<file path="src/rtl/exibe_jogadas_pkg.sv">
// ---------------------------------------------------------------------------
// exibe_jogadas_pkg
// Shared definitions for the play-display block: data width, timer width
// and the FSM state codes. The state codes double as the db_estado debug
// output, so their numeric values are part of the external interface.
// ---------------------------------------------------------------------------
package exibe_jogadas_pkg;

   localparam int LARGURA       = 4;   // width of address, plays and limits
   localparam int LARGURA_TEMPO = 12;  // width of the lit/dark timers

   typedef enum logic [3:0] {
      INICIAL = 4'h0,
      CARREGA = 4'h1,
      ACESO   = 4'h2,
      APAGADO = 4'h3,
      PROXIMO = 4'h4,
      FIM     = 4'hF
   } estado_t;

endpackage

</file>
<file path="src/rtl/exibe_jogadas_contador_tempo.sv">
// ---------------------------------------------------------------------------
// contador_tempo
// 12-bit up-counter used to time one FSM state.
//   clock      : system clock
//   reset      : asynchronous active-high reset, clears the count
//   i_limpa    : synchronous clear (has priority over counting)
//   i_habilita : count enable
//   o_fim      : high while enabled and the count equals VALOR_FIM
// With VALOR_FIM = N-1 the owning state lasts exactly N cycles, provided
// the count is cleared when the state is entered.
// ---------------------------------------------------------------------------
module contador_tempo
   import exibe_jogadas_pkg::*;
#(
   parameter int VALOR_FIM = 1
) (
   input  logic clock,
   input  logic reset,
   input  logic i_limpa,
   input  logic i_habilita,
   output logic o_fim
);

   localparam logic [LARGURA_TEMPO-1:0] C_FIM = LARGURA_TEMPO'(VALOR_FIM);
   localparam logic [LARGURA_TEMPO-1:0] C_UM  = LARGURA_TEMPO'(1);

   logic [LARGURA_TEMPO-1:0] r_contagem;

   always_ff @(posedge clock or posedge reset) begin
      if (reset) begin
         r_contagem <= '0;
      end else if (i_limpa) begin
         r_contagem <= '0;
      end else if (i_habilita) begin
         r_contagem <= r_contagem + C_UM;
      end
   end

   assign o_fim = i_habilita && (r_contagem == C_FIM);

endmodule

</file>
<file path="src/rtl/exibe_jogadas.sv">
// ---------------------------------------------------------------------------
// exibe_jogadas
// Shows a stored sequence of one-hot plays on four LEDs, one entry at a
// time: each entry is lit for TEMPO_ACESO cycles and followed by
// TEMPO_APAGADO dark cycles, from address 0 up to the limit latched at
// start. A one-cycle pronto pulse marks the end of the run.
//
// Parameters
//   TEMPO_ACESO   : lit cycles per entry (2..4095)
//   TEMPO_APAGADO : dark cycles per entry (1..4095)
// Ports
//   clock        in   system clock
//   reset        in   asynchronous active-high reset
//   iniciar      in   start request (level-sampled in inicial)
//   parar        in   abort request (only with EXIBE_PARAR_EN defined)
//   limite       in   [3:0] index of the last entry to show
//   dado_memoria in   [3:0] ROM data, valid one cycle after endereco
//   endereco     out  [3:0] ROM address of the current entry
//   leds         out  [3:0] pattern shown to the player
//   exibindo     out  high while a run is in progress
//   pronto       out  one-cycle pulse at the end of a run
//   db_estado    out  [3:0] current state code
// Configuration
//   EXIBE_PARAR_EN : adds the parar input, which returns the FSM to inicial
//                    from any other state, ahead of every other transition.
// ---------------------------------------------------------------------------
module exibe_jogadas
   import exibe_jogadas_pkg::*;
#(
   parameter int TEMPO_ACESO   = 500,
   parameter int TEMPO_APAGADO = 250
) (
   input  logic               clock,
   input  logic               reset,
   input  logic               iniciar,
`ifdef EXIBE_PARAR_EN
   input  logic               parar,
`endif
   input  logic [LARGURA-1:0] limite,
   input  logic [LARGURA-1:0] dado_memoria,
   output logic [LARGURA-1:0] endereco,
   output logic [LARGURA-1:0] leds,
   output logic               exibindo,
   output logic               pronto,
   output logic [3:0]         db_estado
);

   localparam logic [LARGURA-1:0] C_UM = LARGURA'(1);

   estado_t            r_estado;
   estado_t            w_prox_estado;
   logic [LARGURA-1:0] r_endereco;
   logic [LARGURA-1:0] r_limite;
   logic               w_troca;
   logic               w_fim_aceso;
   logic               w_fim_apagado;

   // Any state change clears both timers, so every timed state starts
   // counting from zero.
   assign w_troca = (w_prox_estado != r_estado);

   contador_tempo #(
      .VALOR_FIM (TEMPO_ACESO - 1)
   ) u_tempo_aceso (
      .clock      (clock),
      .reset      (reset),
      .i_limpa    (w_troca),
      .i_habilita (r_estado == ACESO),
      .o_fim      (w_fim_aceso)
   );

   contador_tempo #(
      .VALOR_FIM (TEMPO_APAGADO - 1)
   ) u_tempo_apagado (
      .clock      (clock),
      .reset      (reset),
      .i_limpa    (w_troca),
      .i_habilita (r_estado == APAGADO),
      .o_fim      (w_fim_apagado)
   );

   // State register
   always_ff @(posedge clock or posedge reset) begin
      if (reset) begin
         r_estado <= INICIAL;
      end else begin
         r_estado <= w_prox_estado;
      end
   end

   // Next-state logic
   always_comb begin
      w_prox_estado = r_estado;
      case (r_estado)
         INICIAL: if (iniciar) w_prox_estado = CARREGA;
         CARREGA: w_prox_estado = ACESO;
         ACESO:   if (w_fim_aceso) w_prox_estado = APAGADO;
         APAGADO: begin
            if (w_fim_apagado) begin
               w_prox_estado = (r_endereco == r_limite) ? FIM : PROXIMO;
            end
         end
         PROXIMO: w_prox_estado = CARREGA;
         FIM:     w_prox_estado = INICIAL;
         default: w_prox_estado = INICIAL;
      endcase
`ifdef EXIBE_PARAR_EN
      if (parar && (r_estado != INICIAL)) begin
         w_prox_estado = INICIAL;
      end
`endif
   end

   // Address and latched limit. Both updates are keyed on the actual
   // transition into carrega so an abort never moves the address.
   always_ff @(posedge clock or posedge reset) begin
      if (reset) begin
         r_endereco <= '0;
         r_limite   <= '0;
      end else if (w_prox_estado == CARREGA) begin
         if (r_estado == INICIAL) begin
            r_endereco <= '0;
            r_limite   <= limite;
         end else if (r_estado == PROXIMO) begin
            r_endereco <= r_endereco + C_UM;
         end
      end
   end

   assign endereco = r_endereco;

   // Output logic
   always_comb begin
      leds      = '0;
      exibindo  = 1'b0;
      pronto    = 1'b0;
      db_estado = r_estado;
      case (r_estado)
         CARREGA: exibindo = 1'b1;
         ACESO: begin
            exibindo = 1'b1;
            leds     = dado_memoria;
         end
         APAGADO: exibindo = 1'b1;
         PROXIMO: exibindo = 1'b1;
         FIM:     pronto   = 1'b1;
         default: ;
      endcase
   end

endmodule

</file>
<file path="config.mk">
export PLATFORM = sky130hd
export DESIGN_NAME = exibe_jogadas
export DESIGN_NICKNAME = d
export VERILOG_FILES = /design/src/rtl/exibe_jogadas_pkg.sv /design/src/rtl/exibe_jogadas_contador_tempo.sv /design/src/rtl/exibe_jogadas.sv
export SDC_FILE = /design/constraint.sdc
export NUM_CORES = 1
export LEC_CHECK = 0
export BUFFER_PORTS_ARGS = -buffer_cell sky130_fd_sc_hd__clkbuf_2
export CORE_ASPECT_RATIO = 1.2
export CORE_MARGIN = 2
export CORE_UTILIZATION = 61
export CTS_CLUSTER_SIZE = 14
export DETAILED_ROUTE_END_ITERATION = 8
export PLACE_DENSITY = 0.91
export SLEW_MARGIN = 20
export SYNTH_ARGS = -nofsm -noshare
export SYNTH_HDL_FRONTEND = slang
export SYNTH_SLANG_ARGS = --single-unit
export TNS_END_PERCENT = 30
</file>
<file path="constraint.sdc">
create_clock -name clock -period 5.4 [get_ports clock]
set_input_delay 0.27 -clock clock [delete_from_list [all_inputs] [get_ports clock]]
set_output_delay 0.27 -clock clock [all_outputs]
set_load 0.05 [all_outputs]
</file>
# [Yosys cells after proc, flatten, opt, wreduce, memory -nomap -nowiden]
# Cells that the tools add are included.
[totals] word_cells=41 reg_bits=36 inputBits=11 output_inout_bits=14
[classes] n_eq_ne=10 mux=14 n_addsub=3 reduce_logical=9
[ops] op="2-to-1 mux 12 bit" n=4
[ops] op="2-to-1 mux 4 bit" n=7
[ops] op="adder 12 x 1 -> 12 bit, second input constant" n=2
[ops] op="case mux 4 bit (5 select lines)" n=1
[ops] op="equality test 12 x 8 -> 1 bit, second input constant" n=1
[ops] op="equality test 12 x 9 -> 1 bit, second input constant" n=1
[ops] op="equality test 4 x 1 -> 1 bit, second input constant" n=2
[ops] op="equality test 4 x 2 -> 1 bit, second input constant" n=2
[ops] op="nonzero test 2 bit" n=3
[ops] op="adder 4 x 1 -> 4 bit, second input constant" n=1
[ops] op="equality test 4 x 3 -> 1 bit, second input constant" n=1
[ops] op="equality test 4 bit" n=1
[ops] op="equality test 4 bit, second input constant" n=1
[ops] op="logical NOT 4 bit" n=1
[ops] op="inequality test 4 bit" n=1
[ops] op="AND reduction 2 bit" n=2
[ops] op="OR reduction 4 bit" n=1
[ops] op="logical AND 1 bit" n=2
[ops] op="2-to-1 mux 1 bit" n=2

# [Logic depth before layout (Yosys ltp)]
# Gate-level depths: netlist of run 1.
[depth] word_depth=6 mapped_depth=7 depth_no_buf=6

# [Modules after synthesis]
# A second synthesis of run 1 with hierarchy kept.
[unflattened] hier_cells=196 area_unflattened_um2=2001.9
[by_module_without_submodules] mod="exibe_jogadas" cells_per_inst=67 area_each_um2=742.0 seq_area_each_um2=300.3 n_inst=1
[by_module_without_submodules] mod="contador_tempo (u_tempo_apagado)" cells_per_inst=65 area_each_um2=639.4 seq_area_each_um2=300.3 n_inst=1
[by_module_without_submodules] mod="contador_tempo (u_tempo_aceso)" cells_per_inst=64 area_each_um2=620.6 seq_area_each_um2=300.3 n_inst=1

# [Worst setup path after synthesis of run 1]
# No wires, ideal clock.
[synth_path] path_type="reg-to-output" startpoint="register r_estado[0] (netlist: db_estado[0])" endpoint="output port leds[0]" setup_slack_ns=3.221 n_path_buf=2 path_stages_with_launch=5 t_required_ns=5.130 arrival_time_ns=1.909 path_cell_list="dfrtp_1 > buf_2 > nor4b_4 > buf_2 > and2_1"
[synth_via] elab_chain_len=2
[synth_rtl] item="start, declared" line_no="exibe_jogadas.sv:50" rtl="estado_t r_estado;"
[synth_rtl] item="start signal, assigned" line_no="exibe_jogadas.sv:87" rtl="r_estado <= w_prox_estado;"
[synth_rtl] item="equality test 4 x 2 -> 1 bit" line_no="exibe_jogadas.sv:138" rtl="case (r_estado)"
[synth_rtl] item="2-to-1 mux 4 bit" line_no="exibe_jogadas.sv:138"
[synth_rtl] item="end, declared" line_no="exibe_jogadas.sv:42" rtl="output logic [LARGURA-1:0] leds,"
# Every way passes these cells.

# [Worst setup path in the final report of run 1]
[layout_path] startpoint="register r_estado[0] (netlist: db_estado[0])" endpoint="register u_tempo_apagado.r_contagem[6]"
[layout_via] elab_chain_len=6 word_cells_on_any_way=14 cone_classes="eq/ne: 5; mux: 5; reduce/logical: 4"
[layout_rtl] item="equality test 4 x 2 -> 1 bit, on equally long branches" line_no="exibe_jogadas.sv:78, exibe_jogadas.sv:94, exibe_jogadas.sv:68"
[layout_rtl] item="logical AND 1 bit" line_no="exibe_jogadas_contador_tempo.sv:39" rtl="assign o_fim = i_habilita && (r_contagem == C_FIM);"
[layout_rtl] item="2-to-1 mux 4 bit, on equally long branches" line_no="exibe_jogadas.sv:99, exibe_jogadas.sv:97"
[layout_rtl] item="case mux 4 bit (5 select lines)" line_no="exibe_jogadas.sv:94" rtl="case (r_estado)"
[layout_rtl] item="inequality test 4 bit" line_no="exibe_jogadas.sv:60" rtl="assign w_troca = (w_prox_estado != r_estado);"
[layout_rtl] item="2-to-1 mux 12 bit / nonzero test 2 bit (equally long branches)"
[layout_rtl] item="end signal, assigned" line_no="exibe_jogadas_contador_tempo.sv:35" rtl="r_contagem <= r_contagem + C_UM;"
[layout_rtl] item="end, declared" line_no="exibe_jogadas_contador_tempo.sv:27" rtl="logic [LARGURA_TEMPO-1:0] r_contagem;"
# Several ways; a longest one is shown, not always the timed one.
# A chain may end at the register's enable or synchronous reset.

==> results of run 1 <==
how the worst min path moves through the flow:
| stage | start | end | slack (ns) | cells after the start |
|---|---|---|---|---|
| floorplan | limite[0] | r_limite[0]$_DFFE_PP0P_ | 0.42 | 1 |
| global placement | reset | r_limite[2]$_DFFE_PP0P_ | 0.37 | 3 |
| detailed placement | reset | r_limite[3]$_DFFE_PP0P_ | 0.38 | 3 |
| CTS | limite[1] | r_limite[1]$_DFFE_PP0P_ | 0.15 | 2 |
| global route | limite[1] | r_limite[1]$_DFFE_PP0P_ | 0.14 | 2 |
| finish | limite[1] | r_limite[1]$_DFFE_PP0P_ | 0.17 | 2 |
state kept, by name (all words and copies together), names as in the netlist:
name	flops
db_estado	4
endereco	4
r_limite	4
u_tempo_aceso.r_contagem	12
u_tempo_apagado.r_contagem	12
cell families after synthesis:
| family | after synthesis |
|---|---|
| AND/OR/NAND/NOR | 89 |
| flip-flops | 36 |
| XOR/XNOR | 28 |
| buffers and inverters | 13 |
| AO/OA/AOI/OAI | 8 |
| multiplexers | 7 |
| adder cells (fa/ha/maj) | 4 |
through the flow:
stage          power, mW  setup slack (ns)  hold slack (ns)
2_1_floorplan      0.286              3.22            0.422
3_3_place_gp       0.292              2.84            0.365
3_5_place_dp       0.293              2.65            0.377
4_1_cts            0.444              2.66            0.149
5_1_grt            0.459              2.42            0.141
6_report           0.439              2.67            0.167
what timing repair did:
item / 4_1_cts / 5_1_grt
hold endpoints to repair: 33 / 0
endpoints found under the setup margin: 0 / 0
hold buffers: 1 / 0
placed cells by master (no fill, tap or decap), types with 2 or more instances in the layout:
| cell type | count |
|---|---|
| inv_1 | 3 |
| nor2_1 | 34 |
| dfrtp_1 | 36 |
| or4_1 | 2 |
| mux2i_1 | 2 |
| ha_1 | 4 |
| clkbuf_2 | 24 |
| clkbuf_4 | 5 |
| nand4bb_1 | 2 |
| nor4b_1 | 2 |
| nand3_1 | 8 |
| clkinv_2 | 2 |
| and3_1 | 5 |
| nand4_1 | 11 |
| nor3_1 | 3 |
| nand2_1 | 4 |
| and4_1 | 5 |
| xnor2_1 | 10 |
| mux2_2 | 5 |
| and2_1 | 6 |
| xor2_1 | 18 |
power by group through the flow:
stage	logic (mW)	clock network, mW	registers [mW]
3_5_place_dp	0.0181	0	0.275
4_1_cts	0.0186	0.156	0.269
3_3_place_gp	0.0178	0	0.275
5_1_grt	0.0202	0.169	0.270
6_report	0.0182	0.151	0.269
2_1_floorplan	0.0111	0	0.275
per-layer routing:
metal | global-route usage | up-vias | routed length (microns)
li1 | - | 692 | -
met4 | 0.0854 | 0 | 68
met3 | 0.0650 | 9 | 144
met5 | 0 | - | 0
met1 | 0.263 | 687 | 1530
met2 | 0.426 | 35 | 1950
final cells by class:
type                    instances  area [sq um]
fillers                       231           925
flip-flops and latches         36           901
repair buffers                 26           138
well taps                      36          45.0
clock inverters                 2          10.0
multi-input cells             136           947
clock buffers                   6          51.3
inverters                       3          11.3
worst max-delay path, stage by stage (launching register included):
cell and delay (ns):
dfrtp_1 0.50, nor4b_4 0.80, nand4_2 0.21, a22oi_2 0.93
nor2_1 0.12
==> out/results.tsv, run 1 <==
stage	metric	value	unit
synthesis	synthTopCellsByArea	dfrtp_1 47%, xor2_1 8.2%, nor2_1 6.6%, xnor2_1 4.6%, nand4_1 3.6%	
die	initial_utilization	0.634	
cells_and_area	final_cells	245	
cts	cts.sinks	36	
synthesis	synth_top_family_by_area	simple AND/OR/NAND/NOR gates	
drt	dr.pass1.iters	4	
synthesis	yosysMostFrequentCell	dfrtp_1	
power	leakage	1.08	nW
drt	drc	0	
die	ios	25	
power	swShare	0.232	
global_route	antenna_found_initial	0	
synthesis	synthCells	185	
power	clockPowerShare	0.344	
die	die_height	65.5	microns
synthesis	synth_top_area_share	0.469	
critical_path	worstPathArrival	2.91	ns
synthesis	synth_edf_count	0	
critical_path	worst-r2r-cell-count	4	
timing	worst_slew_pin_slew	1.07	ns
timing	fin_crit_sh	0.506	
synthesis	synth_ff_type	dfrtp_1	
synthesis	synth_common_cells	36 x dfrtp_1, 34 x nor2_1, 18 x xor2_1, 11 x nand4_1, 10 x xnor2_1	
synthesis	synth_fp_nets	200	
cells_and_area	drive_gt1_frac	0.206	
critical_path	endpoint_kind	flop	
drt	vias_per_cell	5.81	
die	rows	22	
cts	cts_max_path_buffers	2	
timing	rsz0062_at_grt	false	
cts	numCtsBuffers	5	
critical_path	rr_startpoint	db_estado[0]$_DFF_PP0_	
synthesis	synth_xor_area_frac	0.128	
power	power_switching	102	uW
cts	post_cts.repair.setup_buffers	0	
drt	drt-total-wl	3700	microns
place	dpl.hpwl	2580	microns
power	ir_drop	0.156	mV
min_path	min_path_type	in2reg	
run_status	outcome	complete, no violations	
synthesis	synth_fa_ha_area_frac	0.0261	
timing	fmax	0.366	GHz
timing	fin_crit	2.73	ns
timing	final_hold_viol_count	0	
critical_path	r2r_setup_slack	2.67	ns
drt	ant_nets	0	
timing	relSlewSlack	0.287	
critical_path	required	5.58	ns
place	place.gp.congestion	0.808	
critical_path	crit_fanout	24	
global_route	grt.overflow.total	0	
timing	setup_viol_count_final	0	
power	seqPwrFrac	0.614	
cells_and_area	syn2layout_area_growth	9.51	%
synthesis	synth_compound_area_frac	0.0313	
power	combPwrFrac	0.041	
critical_path	cp-start-kind	flop	
synthesis	yosys.area_share.simple	0.268	
synthesis	synth_seq_cells	36	
global_route	grt_pass1_wl	6690	microns
cells_and_area	diodes	0	
cells_and_area	stdcell_area	2100	sq um
timing	final.setup.tns	0	ns
power	power_density	209	nW/um^2
drt	drt-initial-drc-count	77	
die	die_w	55.2	microns
global_route	grt_pass1_vias	1545	
synthesis	synthMuxAreaShare	0.0397	
place	dp.cells	236	
synthesis	async_flop_share	1.00	
power	p_int	337	uW
drt	wire_per_inst	15.1	microns
synthesis	yosysSeqAreaShare	0.469	
drt	vias	1423	
synthesis	synth_area	1920	sq um
global_route	grt_max_degree	37	
cts	path_clk_slew	0.11	ns
cells_and_area	utilization	0.695	
synthesis	syn_area_per_cell	10.4	sq um
critical_path	path_class	reg2reg	
cts	cts_root_buf	clkbuf_4	
global_route	grt_usage	0.235	
timing	finClkSkew	0.0157	ns
critical_path	worstSetupStartpoint	db_estado[0]$_DFF_PP0_	
place	dpl_cell_area	2030	sq um
synthesis	ys_types	37	
critical_path	r2r-end	u_tempo_apagado.r_contagem[6]$_DFFE_PP0P_	
synthesis	yosysWarnings	0	
critical_path	crit_end	u_tempo_apagado.r_contagem[6]$_DFFE_PP0P_	
die	core	3030	sq um
cells_and_area	layout.nets	223	
timing	maxSlewViolCount	0	
cts	post_cts_resize_count	0	
die	die-area	3610	sq um
run	maxCapViolCount	0	
cts	cts_tree	built	
cts	clock_latency	0.35	ns
cts	cts-htree-levels	2	
place	portBuffers	24	
synthesis	yosys.area.top_type	dfrtp_1	
Power figures use the tool's default switching activity.
==> run 2: changes to the inputs <==
--- a/config.mk
+++ b/config.mk
@@ -8,10 +8,10 @@
 export BUFFER_PORTS_ARGS = -buffer_cell sky130_fd_sc_hd__clkbuf_2
 export CORE_ASPECT_RATIO = 1.2
 export CORE_MARGIN = 2
-export CORE_UTILIZATION = 61
+export CORE_UTILIZATION = 57
 export CTS_CLUSTER_SIZE = 14
 export DETAILED_ROUTE_END_ITERATION = 8
-export PLACE_DENSITY = 0.91
+export PLACE_DENSITY = 0.86
 export SLEW_MARGIN = 20
 export SYNTH_ARGS = -nofsm -noshare
 export SYNTH_HDL_FRONTEND = slang
==> constraint.sdc (replaced) <==
create_clock -name clock -period 2.7 [get_ports clock]
set_input_delay 0.135 -clock clock [delete_from_list [all_inputs] [get_ports clock]]
set_output_delay 0.135 -clock clock [all_outputs]
set_load 0.05 [all_outputs]
==> run 2 against run 1 <==
Die area rose by 6.5%; flip-flop and latch count is the same; global-route usage fell by 1.8 points; final area is 2.8% higher; core utilization shrank 3.6 points; register-to-register slack worse by 1.8 ns; wire length down 1.9%; combinational power up 99%; total power is 130% higher; count of clock-buffer cells in the layout increased by 1; highest routed layer unchanged.
==> out/results.tsv, run 2 (synthesis gave the netlist of run 1 again) <==
stage	metric	value	unit
timing	setup_slack	0.788	ns
cts	cts_max_path_buffers	2	
cts	post_cts.repair.setup_buffers	0	
place	place.gp.congestion	0.799	
timing	rsz0062_at_grt	false	
timing	maxSlewViolCount	0	
drt	dr.pass1.iters	4	
drt	drc	0	
place	dpl.hpwl	2430	microns
timing	fin_crit_sh	0.708	
power	leakage	1.10	nW
min_path	min_path_cells	2	
critical_path	worstPathArrival	1.78	ns
cts	path_clk_slew	0.07	ns
run	maxCapViolCount	0	
timing	final_hold_viol_count	0	
cells_and_area	largestRegisters	u_tempo_aceso.r_contagem: 12 flops, u_tempo_apagado.r_contagem: 12 flops	
global_route	antenna_found_initial	0	
cts	cts-htree-levels	2	
cts	numCtsBuffers	5	
critical_path	worst-r2r-cell-count	6	
cts	cts.sinks	36	
cts	post_cts_resize_count	0	
critical_path	worst-path-buf-inv	2	
drt	vias	1457	
drt	drt-total-wl	3620	microns
timing	relSlewSlack	0.685	
global_route	grt.overflow.total	0	
drt	vias_per_cell	5.88	
die	die_w	57.0	microns
cts	clock_latency	0.29	ns
drt	ant_nets	0	
critical_path	cp_cell_sequence	nor4b_4 > buf_4 > and2_1 > clkbuf_2	
die	ios	25	
cts	postCtsHoldBufs	1	
timing	fin_crit	1.91	ns
cells_and_area	fillCellCount	246	
critical_path	endpoint_kind	output pin	
cts	cts_root_buf	clkbuf_8	
critical_path	crit_fanout	17	
cts	cts_tree	built	
die	initial_utilization	0.585	
timing	setup_viol_count_final	0	
min_path	min_path_type	in2reg	
drt	wire_per_inst	14.6	microns
place	portBuffers	24	
die	rows	23	
power	ir_drop	0.400	mV
global_route	grt_usage	0.217	
global_route	grt_pass1_vias	1429	
global_route	grt_max_degree	37	
timing	worst_slew_pin_slew	0.461	ns
cells_and_area	layout.nets	226	
critical_path	path_class	reg2out	
timing	finClkSkew	0.00775	ns
die	core	3280	sq um
critical_path	cp.depth	4	
global_route	grt_pass1_wl	6290	microns
place	dpl_cell_area	2060	sq um
critical_path	required	2.57	ns
drt	drt-initial-drc-count	73	
die	die_height	67.6	microns
critical_path	critPathMaxStageDelay	0.50	ns
cells_and_area	stdcell_area	2160	sq um
timing	fmax	0.523	GHz
cells_and_area	layout_common_cells	36 x dfrtp_1, 34 x nor2_1, 24 x clkbuf_2	
cells_and_area	drive_gt1_frac	0.213	
cells_and_area	diodes	0	
cells_and_area	layout_commonest_cell	dfrtp_1	
run_status	outcome	complete, no violations	
critical_path	cp-start-kind	flop	
timing	final.setup.tns	0	ns
critical_path	cp_slowest_cell	dfrtp_1	
die	die-area	3850	sq um
cells_and_area	syn2layout_area_growth	12.6	%
critical_path	critical-path-top-delay-family	buffers and inverters	
place	pre_cts_slack	0.874	ns
power	power_density	458	nW/um^2
-- run 2: cell count changes in the layout (fill, tap and decap cells not counted), sizes merged --
cell	previous run	this run
buf	1	4
clkinv	2	0
clkbuf	30	31
-- run 2: final cells by class --
type,instances,area (sq um),area share
multi-input combinational,136,947,0.438
sequential,36,901,0.417
timing repair buffer,29,160,0.0741
clock buffer,7,96.3,0.0446
tap,37,46.3,0.0214
inverter,3,11.3,0.00521
-- run 2: path summary, 6_finish.rpt --
kind                                                                  end  slack, ns                     from
min in group asynchronous                         endereco[3]$_DFFE_PP0P_       0.46                    reset
max in group asynchronous       u_tempo_apagado.r_contagem[7]$_DFFE_PP0P_       1.92                    reset
worst min-delay path                              r_limite[3]$_DFFE_PP0P_       0.08                limite[3]
worst max register to register  u_tempo_apagado.r_contagem[0]$_DFFE_PP0P_       0.85   db_estado[0]$_DFF_PP0_
worst min register to register                    r_limite[2]$_DFFE_PP0P_       0.53  r_limite[2]$_DFFE_PP0P_
worst max-delay path                                              leds[0]       0.79   db_estado[0]$_DFF_PP0_
-- run 2: through the flow --
step                hold slack, ns  utilization  cells  total power, mW
global route                0.0810        0.659    248             1.02
global placement             0.238        0.627    240            0.585
detailed placement           0.245        0.627    240            0.586
finish                      0.0804        0.659    248            0.991
CTS                         0.0747        0.659    248             1.00
floorplan                    0.287            -    185            0.572
-- run 2: report_power, final --
| group | total [mW] | switching (mW) | internal [mW] | leakage [nW] |
|---|---|---|---|---|
| sequential | 0.539 | 0 | 0.539 | 0.488 |
| combinational | 0.0362 | 0.0254 | 0.0108 | 0.565 |
| clock | 0.415 | 0.188 | 0.227 | 0.0503 |
| total | 0.991 | 0.214 | 0.777 | 1.10 |
-- run 2: layer usage --
layer | wire (microns) | vias up | GRT usage
li1 | - | 703 | -
met1 | 1600 | 709 | 0.268
met3 | 167 | 8 | 0.0651
met4 | 72 | 0 | 0.113
met5 | 0 | - | 0
met2 | 1780 | 37 | 0.345
